===== src/rtl/freq_div_pkg.sv =====
// Shared constants and types for the multi-channel frequency divider.
// Contents:
//   mode_e       - channel output mode (toggle square wave / 1-cycle strobe)
//   DEF_W        - default divisor/counter width
//   DEF_DIV      - default divisor applied at reset
//   MAX_CH       - largest supported channel count
package freq_div_pkg;

    typedef enum logic {
        MODE_TOGGLE = 1'b0,
        MODE_STROBE = 1'b1
    } mode_e;

    localparam int unsigned DEF_W   = 24;
    localparam int unsigned DEF_DIV = 11;
    localparam int unsigned MAX_CH  = 8;

endpackage


===== src/rtl/freq_div_chan.sv =====
// One divider channel: period counter, shadow (pending) divisor/mode with
// BUSY handshake, and registered TICK / CLK_OUT outputs.
// Ports:
//   clk_i      system clock, posedge
//   rst_i      synchronous active-high reset
//   en_i       run enable (level)
//   load_i     1-cycle request to capture div_i/mode_i into the shadow
//   div_i      requested divisor (period = div+1 cycles per tick)
//   mode_i     requested mode (0 toggle, 1 strobe)
//   clk_out_o  toggle: square wave of period 2*(div+1); strobe: equals tick_o
//   tick_o     1-cycle pulse at each terminal count
//   busy_o     high while a loaded value waits to become active
module freq_div_chan
    import freq_div_pkg::*;
#(
    parameter int unsigned W            = DEF_W,
    parameter int unsigned DEFAULT_DIV  = DEF_DIV,
    parameter mode_e       DEFAULT_MODE = MODE_TOGGLE
) (
    input  logic         clk_i,
    input  logic         rst_i,
    input  logic         en_i,
    input  logic         load_i,
    input  logic [W-1:0] div_i,
    input  logic         mode_i,
    output logic         clk_out_o,
    output logic         tick_o,
    output logic         busy_o
);

    logic [W-1:0] cnt_q, cnt_d;
    logic [W-1:0] div_q, div_d;
    logic [W-1:0] sh_div_q, sh_div_d;
    mode_e        mode_q, mode_d;
    mode_e        sh_mode_q, sh_mode_d;
    logic         clk_out_q, clk_out_d;
    logic         tick_q, tick_d;
    logic         busy_q, busy_d;

    logic         terminal;
    logic         apply;

    always_comb begin
        cnt_d     = cnt_q;
        div_d     = div_q;
        sh_div_d  = sh_div_q;
        mode_d    = mode_q;
        sh_mode_d = sh_mode_q;
        clk_out_d = clk_out_q;
        tick_d    = 1'b0;
        busy_d    = busy_q;

        terminal  = en_i && (cnt_q == div_q);
        // A pending value goes live at a wrap, or immediately while idle.
        // busy_q is only set by an earlier LOAD, so a LOAD on this very edge
        // never takes effect on this edge's wrap.
        apply     = busy_q && (terminal || !en_i);

        if (en_i) begin
            tick_d = terminal;
            cnt_d  = terminal ? '0 : cnt_q + 1'b1;
            if (mode_q == MODE_STROBE) begin
                clk_out_d = terminal;
            end else if (terminal) begin
                clk_out_d = ~clk_out_q;
            end
        end else begin
            cnt_d     = '0;
            clk_out_d = 1'b0;
        end

        if (apply) begin
            div_d  = sh_div_q;
            mode_d = sh_mode_q;
            cnt_d  = '0;
            busy_d = 1'b0;
            if (sh_mode_q != mode_q) begin
                clk_out_d = 1'b0;
            end
        end

        // Capture after apply so a LOAD on an apply edge stays pending.
        if (load_i) begin
            sh_div_d  = div_i;
            sh_mode_d = mode_e'(mode_i);
            busy_d    = 1'b1;
        end
    end

    always_ff @(posedge clk_i) begin
        if (rst_i) begin
            cnt_q     <= '0;
            div_q     <= W'(DEFAULT_DIV);
            sh_div_q  <= '0;
            mode_q    <= DEFAULT_MODE;
            sh_mode_q <= MODE_TOGGLE;
            clk_out_q <= 1'b0;
            tick_q    <= 1'b0;
            busy_q    <= 1'b0;
        end else begin
            cnt_q     <= cnt_d;
            div_q     <= div_d;
            sh_div_q  <= sh_div_d;
            mode_q    <= mode_d;
            sh_mode_q <= sh_mode_d;
            clk_out_q <= clk_out_d;
            tick_q    <= tick_d;
            busy_q    <= busy_d;
        end
    end

    assign clk_out_o = clk_out_q;
    assign tick_o    = tick_q;
    assign busy_o    = busy_q;

endmodule


===== src/rtl/freq_div_multi.sv =====
// N-channel clock-enable / frequency generator. Each channel has its own
// runtime divisor, toggle/strobe mode, enable and glitch-free reload.
// Ports:
//   CLK      system clock, posedge
//   RST      synchronous active-high reset
//   EN       per-channel run enable
//   LOAD     per-channel 1-cycle reload request
//   DIV_IN   per-channel divisor, slice i = [i*W +: W]
//   MODE_IN  per-channel mode captured with LOAD (0 toggle, 1 strobe)
//   CLK_OUT  per-channel square wave (toggle) or strobe
//   TICK     per-channel terminal-count pulse
//   BUSY     per-channel reload-pending flag
module freq_div_multi
    import freq_div_pkg::*;
#(
    parameter int unsigned N_CH         = 2,
    parameter int unsigned W            = DEF_W,
    parameter int unsigned DEFAULT_DIV  = DEF_DIV,
    parameter bit          DEFAULT_MODE = 1'b0
) (
    input  logic                CLK,
    input  logic                RST,
    input  logic [N_CH-1:0]     EN,
    input  logic [N_CH-1:0]     LOAD,
    input  logic [N_CH*W-1:0]   DIV_IN,
    input  logic [N_CH-1:0]     MODE_IN,
    output logic [N_CH-1:0]     CLK_OUT,
    output logic [N_CH-1:0]     TICK,
    output logic [N_CH-1:0]     BUSY
);

    for (genvar g = 0; g < N_CH; g++) begin : g_chan
        freq_div_chan #(
            .W            (W),
            .DEFAULT_DIV  (DEFAULT_DIV),
            .DEFAULT_MODE (mode_e'(DEFAULT_MODE))
        ) u_chan (
            .clk_i     (CLK),
            .rst_i     (RST),
            .en_i      (EN[g]),
            .load_i    (LOAD[g]),
            .div_i     (DIV_IN[g*W +: W]),
            .mode_i    (MODE_IN[g]),
            .clk_out_o (CLK_OUT[g]),
            .tick_o    (TICK[g]),
            .busy_o    (BUSY[g])
        );
    end

endmodule


===== config.mk =====
export PLATFORM = sky130hd
export DESIGN_NAME = freq_div_multi
export DESIGN_NICKNAME = d
export VERILOG_FILES = /design/src/rtl/freq_div_pkg.sv /design/src/rtl/freq_div_chan.sv /design/src/rtl/freq_div_multi.sv
export SDC_FILE = /design/constraint.sdc
export NUM_CORES = 1
export LEC_CHECK = 0
export CELL_PAD_IN_SITES_DETAIL_PLACEMENT = 0
export CELL_PAD_IN_SITES_GLOBAL_PLACEMENT = 1
export CORE_UTILIZATION = 46
export CTS_BUF_LIST = sky130_fd_sc_hd__clkbuf_2 sky130_fd_sc_hd__clkbuf_4 sky130_fd_sc_hd__clkbuf_8
export DETAILED_ROUTE_END_ITERATION = 12
export PLACE_DENSITY_LB_ADDON = 0.2
export SYNTH_ARGS = -nofsm -noshare
export SYNTH_HDL_FRONTEND = slang
export SYNTH_SLANG_ARGS = --single-unit

===== constraint.sdc =====
create_clock -name CLK -period 2.4 [get_ports CLK]
set_input_delay 0.36 -clock CLK [delete_from_list [all_inputs] [get_ports CLK]]
set_output_delay 0.36 -clock CLK [all_outputs]
set_load 0.01 [all_outputs]

After elaboration in Yosys (flattened, before gate mapping)
Index checks and enable logic that the tools add are counted.
W data, S select, Z words.
{"block": "word_totals", "register_bits": 154, "latch_bits": 0, "mem_bits_rw": 0, "romBits": 0, "output_inout_bits": 6, "word_cells": 54, "mem_count": 0}
{"block": "op_classes", "add_sub_neg": 2, "n_mul": 0, "div": 0, "magnitude_cmp": 0, "eq_ne": 4, "n_shift": 0, "muxes": 14, "n_bitwise": 4, "reduce_logical": 14}
{"op": "$add A24 B1 Y24 const B", "n": 2}
{"op": "$eq A24 B24 Y1", "n": 2}
{"op": "$mux W1", "n": 14}
{"op": "$reduce_or A4 Y1", "n": 2}
{"op": "$logic_and A1 B1 Y1", "n": 4}
{"op": "$not A1 Y1", "n": 4}
{"op": "$reduce_bool A2 Y1", "n": 2}
{"op": "$reduce_or A2 Y1", "n": 2}
{"op": "$logic_not A1 Y1", "n": 2}
{"op": "$logic_or A1 B1 Y1", "n": 2}
{"op": "$ne A1 B1 Y1", "n": 2}

Depth between registers and ports, before layout
Gate-level depths: netlist of run 1.
{"block": "logic_depth", "ltp_word": 7, "mapped_depth": 7}

By module
Synthesis of run 1 repeated with hierarchy kept, for this count alone.
{"block": "unflattened", "hier_cells": 712, "area_unflattened_um2": 6799.0}
{"mod": "freq_div_chan", "n_inst": 2, "cells_per_inst": 356, "area_per_inst_um2": 3399.5, "seq_area_each_um2": 1541.5}

Least setup slack after synthesis of run 1
OpenSTA, ideal clock, no wires.
{"block": "synth_path", "path_kind": "flip-flop to flip-flop", "start": "register g_chan[1].u_chan.cnt_q[1]", "end": "register g_chan[1].u_chan.clk_out_q", "setup_time_ns": 0.116, "arrival_time_ns": 1.668, "t_required_ns": 2.284, "setup_slack_ns": 0.616, "stages_incl_launch_ff": 6, "path_buffers": 0, "cell_sequence": "dfxtp_1 xor2_1 nor4_1 nand4_2 or4_1 and4_1"}
{"block": "synth_between", "elab_chain_cells": 7, "elab_cells_between_ends": 9, "classes_between": "eq/ne (1); mux (5); reduce/logical (3)"}
{"item": "start, declared", "line": "freq_div_chan.sv:31", "source": "logic [W-1:0] cnt_q, cnt_d;"}
{"item": "start signal, assigned", "line": "freq_div_chan.sv:101", "source": "cnt_q <= cnt_d;"}
{"item": "$eq A24 B24 Y1 (*)", "line": "freq_div_chan.sv:53", "source": "terminal = en_i && (cnt_q == div_q);"}
{"item": "$logic_and A1 B1 Y1 (*)", "line": "freq_div_chan.sv:53"}
{"item": "$mux W1", "line": "freq_div_chan.sv:64", "source": "end else if (terminal) begin"}
{"item": "$mux W1", "line": "freq_div_chan.sv:62", "source": "if (mode_q == MODE_STROBE) begin"}
{"item": "$mux W1", "line": "freq_div_chan.sv:59", "source": "if (en_i) begin"}
{"item": "$mux W1", "line": "freq_div_chan.sv:77", "source": "if (sh_mode_q != mode_q) begin"}
{"item": "$mux W1 (*)", "line": "freq_div_chan.sv:72", "source": "if (apply) begin"}
{"item": "end signal, assigned", "line": "freq_div_chan.sv:106", "source": "clk_out_q <= clk_out_d;"}
{"item": "end, declared", "line": "freq_div_chan.sv:36", "source": "logic clk_out_q, clk_out_d;"}
Every way passes the cells marked *; elsewhere a longest branch is shown, timed or not.
A chain may end at the register's enable or synchronous reset.

Worst setup path in the final report of run 1
{"block": "layout_path", "start": "register g_chan[0].u_chan.cnt_q[18]", "end": "register g_chan[0].u_chan.div_q[4]"}
{"block": "layout_between", "elab_chain_cells": 4}
{"item": "start, declared", "line": "freq_div_chan.sv:31"}
{"item": "start signal, assigned", "line": "freq_div_chan.sv:101"}
{"item": "$eq A24 B24 Y1", "line": "freq_div_chan.sv:53"}
{"item": "$logic_and A1 B1 Y1", "line": "freq_div_chan.sv:53"}
{"item": "$logic_or A1 B1 Y1", "line": "freq_div_chan.sv:57", "source": "apply = busy_q && (terminal || !en_i);"}
{"item": "$logic_and A1 B1 Y1", "line": "freq_div_chan.sv:57"}
{"item": "end signal, assigned", "line": "freq_div_chan.sv:93", "source": "div_q <= W'(DEFAULT_DIV);"}
{"item": "end signal, assigned", "line": "freq_div_chan.sv:102", "source": "div_q <= div_d;"}
{"item": "end, declared", "line": "freq_div_chan.sv:32", "source": "logic [W-1:0] div_q, div_d;"}
No other way between the ends.

==> results.sh, run 1 <==
export IMPL_outcome="completed"
export IMPL_yosysTopAreaCellShare_pct=44.75
export IMPL_period_minus_slack_ps=2020
export IMPL_crit_type="reg -> reg"
export IMPL_seqPwrFrac_pct=50.6
export IMPL_crit_buf_inv=1
export IMPL_initialDrtViolationCount=343
export IMPL_clk_pin_slew_ps=90
export IMPL_track_usage_pct=19.12
export IMPL_worstSetupEndpointType="flip-flop"
export IMPL_critical_path_cell_chain="xor2_1 -> nor4_1 -> nand4_2 -> o22ai_4 -> buf_12 -> mux2i_1"
export IMPL_grt_max_degree=83
export IMPL_rows=44
export IMPL_peakVddDrop_v=0.0004882
export IMPL_synth_seq_cells=154
export IMPL_post_route_drc_count=0
export IMPL_maxSlewHeadroom_pct=56.74
export IMPL_clock_sinks=154
export IMPL_post_drt_wl_per_cell_um=14.52
export IMPL_netlist_top_cells_area="dfxtp_1 45%, mux2i_1 15%, xor2_1 8.4%, nand2b_1 8.0%, nor2_1 6.3%"
export IMPL_reg2reg_to="g_chan[0].u_chan.div_q[4]"
export IMPL_wirelength_um=13950
export IMPL_vias=4771
export IMPL_period_share_pct=84.17
export IMPL_finClkSkew_ps=9.889
export IMPL_clkPwrFrac_pct=41.7
export IMPL_drive_above_1_share_pct=7.336
export IMPL_fmax_mhz=495.0
export IMPL_worst_pin_slew_ps=643.5
export IMPL_pwr_density_cell_nw_per_um2=656.2
export IMPL_worstPathMaxFanout=25
export IMPL_diodes=0
export IMPL_antenna_found_initial=0
export IMPL_cp_startpoint="g_chan[0].u_chan.cnt_q[18]"
export IMPL_die_y_um=124.4
export IMPL_p_leak_nw=3.221
export IMPL_dp_cells=929
export IMPL_reg2regPathDepth=6
export IMPL_ios=62
export IMPL_design_core_area_um2=14590
export IMPL_cts_setup_buffers=0
export IMPL_cts_made_buffers=17
export IMPL_route_met2_wl_um=5663
export IMPL_dieArea_um2=15470
export IMPL_p_sw_share_pct=23.02
export IMPL_ant_nets=0
export IMPL_final_hold_viol_count=0
export IMPL_cts_buffer_depth=2
export IMPL_netlist_top_cell_by_area="dfxtp_1"
export IMPL_cts_root_buf="clkbuf_8"
export IMPL_synth_cell_type_count=44
export IMPL_r2r_setup_slack_ps=380
export IMPL_met1_length_um=7575
export IMPL_nets=822
export IMPL_grt_pass1_vias=4730
export IMPL_place_congestion=0.8066
export IMPL_viasPerCell=4.965
export IMPL_area_growth_pct=17.40
export IMPL_crit_end="g_chan[0].u_chan.div_q[4]"
export IMPL_fp_dieW_um=124.4
export IMPL_min_path_type="in -> reg"
export IMPL_synth_fp_nets=771
export IMPL_dr_pass1_iters=4
export IMPL_r2r_start="g_chan[0].u_chan.cnt_q[18]"
export IMPL_start_util_pct=47.22
export IMPL_n_fill_cell=1326
export IMPL_ys_warn_count=0
export IMPL_synth_ff_type="dfxtp_1"
export IMPL_cp_required_ps=2770
export IMPL_syn_area_um2=6889
export IMPL_htreeDepth=4
export IMPL_internal_power_w=0.004085
export IMPL_fin_cells=961
export IMPL_io_buffers=61
export IMPL_combPwrFrac_pct=7.7
export IMPL_slew_violations=0
export IMPL_ys_seq_area_share_pct=44.75
export IMPL_setup_slack_ps=379.9
export IMPL_dp_hpwl_um=10010
export IMPL_crit_path_start_kind="flip-flop"
export IMPL_worstSkewPairLatency_ps=450
export IMPL_whs_path_depth=2
export IMPL_cts_resized=0
export IMPL_worst_path_dominant_cell_family="simple AND/OR/NAND/NOR gates"
export IMPL_arrival_ps=2390
export IMPL_drv_cap=0
export IMPL_tritoncts="yes"
export IMPL_switchingPower_w=0.001222
export IMPL_hold_buffers=0
export IMPL_overflow=0
export IMPL_wl_met3_um=586
export IMPL_synth_edf_count=0
export IMPL_rsz0062_at_grt="no"
export IMPL_fin_setup_tns_ps=0
export IMPL_slowest_delay_ps=480
export IMPL_avgSynthCellArea_um2=9.662
export IMPL_syn_inst=713
export IMPL_grt_pass1_wl_um=23750
export IMPL_dp_slack_ps=365.8
export IMPL_fin_total_pwr_w=0.005307
export IMPL_setup_violations=0
export IMPL_top_layer="met4"
export IMPL_async_reset_ff_share_pct=0
export IMPL_path_depth=6
export IMPL_cpMaxStageDelayCell="nor4_1"
export IMPL_fin_util_pct=55.44
## synth_stat cells (5+ instances only)
master / instances
dfxtp_1: 154
nor2_1: 116
mux2i_1: 100
nand2b_1: 88
xor2_1: 66
xnor2_1: 25
clkbuf_1: 18
nand2_1: 17
nand3_1: 16
nor4_1: 14
inv_1: 11
buf_1: 8
nand4_1: 8
nor3_1: 7
and4_1: 6
buf_4: 6
a21oi_1: 5
## kinds of logic after synthesis
family	share of synthesized area (%)
compound gates	2.016
xor+xnor	11.57
buf+inv	3.614
simple gates	23.16
mux	14.53
fa+ha+maj	0.3632
flops	44.75
## per-stage QoR
step | cell area, um^2 | hold WS [ps]
3_3_place_gp | 7627 | 461.5
3_5_place_dp | 7627 | 467.3
5_1_grt | 8088 | 325.9
2_1_floorplan | 6889 | 439.6
4_1_cts | 8088 | 298.1
6_report | 8088 | 320.8
## sequential cells by signal (all words and copies together) (netlist names)
signal	count
g_chan.u_chan.busy_o	2
g_chan.u_chan.tick_o	2
g_chan.u_chan.sh_div_q	48
g_chan.u_chan.sh_mode_q	2
g_chan.u_chan.cnt_q	48
g_chan.u_chan.mode_q	2
g_chan.u_chan.div_q	48
g_chan.u_chan.clk_out_o	2
## area by class of cell
cell class | instances | area [um^2] | share of cell area, %
Multi-Input combinational cell | 508 | 3557 | 43.98
Sequential cell | 154 | 3083 | 38.12
Timing Repair Buffer | 72 | 715.7 | 8.849
Clock buffer | 20 | 275.3 | 3.403
Tap cell | 184 | 230.2 | 2.847
Clock inverter | 12 | 185.2 | 2.290
Inverter | 11 | 41.29 | 0.5105
## metal layers
| layer | track usage (%) | vias up |
|---|---|---|
| met4 | 4.465 | 0 |
| met1 | 28.54 | 2200 |
| met3 | 4.983 | 11 |
| met5 | 0 | - |
| li1 | - | 2474 |
| met2 | 27.14 | 86 |
## power groups by stage
| stage | registers, W | clock network [W] | logic, W |
|---|---|---|---|
| after floorplan | 0.00273 | 0 | 0.000270 |
| after global placement | 0.00274 | 0 | 0.000405 |
| after detailed placement | 0.00275 | 0 | 0.000411 |
| after CTS | 0.00269 | 0.00228 | 0.000414 |
| after global routing | 0.00270 | 0.00240 | 0.000451 |
| final | 0.00269 | 0.00221 | 0.000409 |
## worst min-delay path by stage
stage,from,end
4_1_cts,RST,g_chan[1].u_chan.sh_div_q[9]
6_report,RST,g_chan[0].u_chan.sh_div_q[8]
3_3_place_gp,g_chan[0].u_chan.cnt_q[0],g_chan[0].u_chan.cnt_q[0]
3_5_place_dp,g_chan[0].u_chan.sh_div_q[10],g_chan[0].u_chan.div_q[10]
2_1_floorplan,g_chan[0].u_chan.cnt_q[0],g_chan[0].u_chan.cnt_q[0]
5_1_grt,RST,g_chan[1].u_chan.sh_div_q[10]
## cell usage in the layout, fill, tap and decap left out, drive strengths merged, types with 2 or more instances in the layout
master	synthesis	final
buf	22	12
nor2b	2	2
nor4b	2	2
and2	3	3
clkdlybuf4s50	0	60
ha	2	2
inv	11	14
o211ai	2	2
mux2i	100	100
and3	4	4
or3	2	2
xnor2	25	25
clkbuf	18	20
nor2	117	117
nor4	18	18
a21oi	5	5
and4	6	6
nor3b	2	2
clkinv	0	4
nand2b	88	88
dfxtp	154	154
xor2	66	66
bufinv	0	4
nand4	10	10
or4	2	2
nor3	7	7
nand3	17	17
nand2	17	17
o21ai	4	4
No activity file was read; power rests on OpenSTA's default activity.
==> run 2: changes to the inputs <==
==> constraint.sdc (replaced) <==
create_clock -name CLK -period 2.02 [get_ports CLK]
set_input_delay 0.303 -clock CLK [delete_from_list [all_inputs] [get_ports CLK]]
set_output_delay 0.303 -clock CLK [all_outputs]
set_load 0.01 [all_outputs]
==> run 2 against run 1 <==
Clock power rose by 16%. Sequential power increased by 19%. Combinational power increased by 25%. Utilization up 0.87 points. Maximum frequency is 4.9% higher. Power rose by 18%. Clock skew is 1.6 ps lower.
==> results.sh, run 2 (synthesis gave the netlist of run 1 again) <==
export IMPL_p_leak_nw=3.291
export IMPL_vias=4754
export IMPL_final_hold_viol_count=0
export IMPL_fin_total_pwr_w=0.006264
export IMPL_worstSetupEndpointType="flip-flop"
export IMPL_start_util_pct=47.22
export IMPL_clock_sinks=154
export IMPL_n_fill_cell=1290
export IMPL_viasPerCell=4.906
export IMPL_hold_buffers=0
export IMPL_io_buffers=61
export IMPL_grt_pass1_vias=4754
export IMPL_outcome="completed"
export IMPL_crit_path_start_kind="flip-flop"
export IMPL_dp_hpwl_um=10300
export IMPL_crit_type="reg -> reg"
export IMPL_overflow=0
export IMPL_most_common_layout_cells="154 x dfxtp_1, 116 x nor2_1, 100 x mux2i_1, 88 x nand2b_1, 66 x xor2_1"
export IMPL_wirelength_um=14240
export IMPL_arrival_ps=2260
export IMPL_ant_nets=0
export IMPL_dr_pass1_iters=4
export IMPL_final_cell_area_um2=8215
export IMPL_rsz0062_at_grt="no"
export IMPL_cts_made_buffers=17
export IMPL_whs_ps=251.0
export IMPL_clk_pin_slew_ps=80
export IMPL_min_path_type="in -> reg"
export IMPL_final_common_cell="dfxtp_1"
export IMPL_fmax_mhz=519.3
export IMPL_placedInstanceArea_um2=7757
export IMPL_slew_violations=0
export IMPL_fin_setup_tns_ps=0
export IMPL_area_growth_pct=19.25
export IMPL_rows=44
export IMPL_period_minus_slack_ps=1926
export IMPL_top_regs="g_chan.u_chan.cnt_q: 48 flops, g_chan.u_chan.div_q: 48 flops, g_chan.u_chan.sh_div_q: 48 flops"
export IMPL_period_share_pct=95.33
export IMPL_peakVddDrop_v=0.0004968
export IMPL_tritoncts="yes"
export IMPL_post_route_drc_count=0
export IMPL_dieArea_um2=15470
export IMPL_ios=62
export IMPL_track_usage_pct=19.34
export IMPL_multiInputGateArea_um2=3576
export IMPL_initialDrtViolationCount=303
export IMPL_place_congestion=0.8208
export IMPL_grt_max_degree=66
export IMPL_grt_pass1_wl_um=23960
export IMPL_worst_pin_slew_ps=420.6
export IMPL_drive_above_1_share_pct=8.662
export IMPL_drv_cap=0
export IMPL_worstPathMaxFanout=5
export IMPL_cts_root_buf="clkbuf_8"
export IMPL_htreeDepth=4
export IMPL_register_area_um2=3083
export IMPL_fin_cells=969
export IMPL_nets=831
export IMPL_diodes=0
export IMPL_cts_buffer_depth=2
export IMPL_post_drt_wl_per_cell_um=14.70
export IMPL_antenna_found_initial=0
export IMPL_cp_required_ps=2360
export IMPL_worstSkewPairLatency_ps=440
export IMPL_dp_cells=938
export IMPL_maxSlewHeadroom_pct=71.57
export IMPL_setup_violations=0
export IMPL_pwr_density_cell_nw_per_um2=762.4
export IMPL_fp_dieW_um=124.4
export IMPL_finClkSkew_ps=8.304
export IMPL_design_core_area_um2=14590
export IMPL_die_y_um=124.4
run 2: worst paths after layout:
kind                                  from                       endpoint  cells past startpoint  slack (ps)
max             g_chan[1].u_chan.cnt_q[16]     g_chan[1].u_chan.clk_out_o                      5          90
min reg2reg  g_chan[0].u_chan.sh_div_q[19]     g_chan[0].u_chan.div_q[19]                      2         470
max reg2reg     g_chan[1].u_chan.cnt_q[16]     g_chan[1].u_chan.clk_out_o                      5          90
min                                    RST  g_chan[0].u_chan.sh_div_q[11]                      2         250
run 2: cell type report:
| class | count | area share (%) |
|---|---|---|
| multi-input cells | 508 | 43.53 |
| inverters | 11 | 0.5026 |
| repair buffers | 81 | 10.30 |
| clock inverters | 11 | 2.071 |
| flip-flops and latches | 154 | 37.53 |
| well taps | 184 | 2.802 |
| clock buffers | 20 | 3.274 |
run 2: repair_timing:
item,in CTS,in global routing
setup buffers,0,0
endpoints found under the setup margin,0,19
resized for setup,0,3
run 2: per-layer routing:
metal  part of all wire (%)  wire, um  GRT usage, %
met2                     41      5800         27.23
met5                      0         0             0
met4                    1.2       175         6.378
met1                     55      7764         28.99
met3                    3.5       502         4.081
run 2: stage by stage:
step | worst slack [ps] | util (%)
floorplan | 235.7 | -
global placement | 164.0 | 53.17
detailed placement | 106.4 | 53.17
CTS | 73.40 | 56.18
global route | 11.82 | 56.31
finish | 94.37 | 56.31
run 2: report_power, final:
part / switching, W / internal, W / leakage, nW
Combinational: 0.000224 / 0.000289 / 1.82
Sequential: 0.0000692 / 0.00312 / 1.25
Clock: 0.00114 / 0.00142 / 0.214
run 2: worst max-delay path, cell delays in order (launching register included):
cell and delay [ps]:
dfxtp_1 430, xor2_1 120, nor4_1 350, nand4_2 220, or4_1 510, and4_1 200
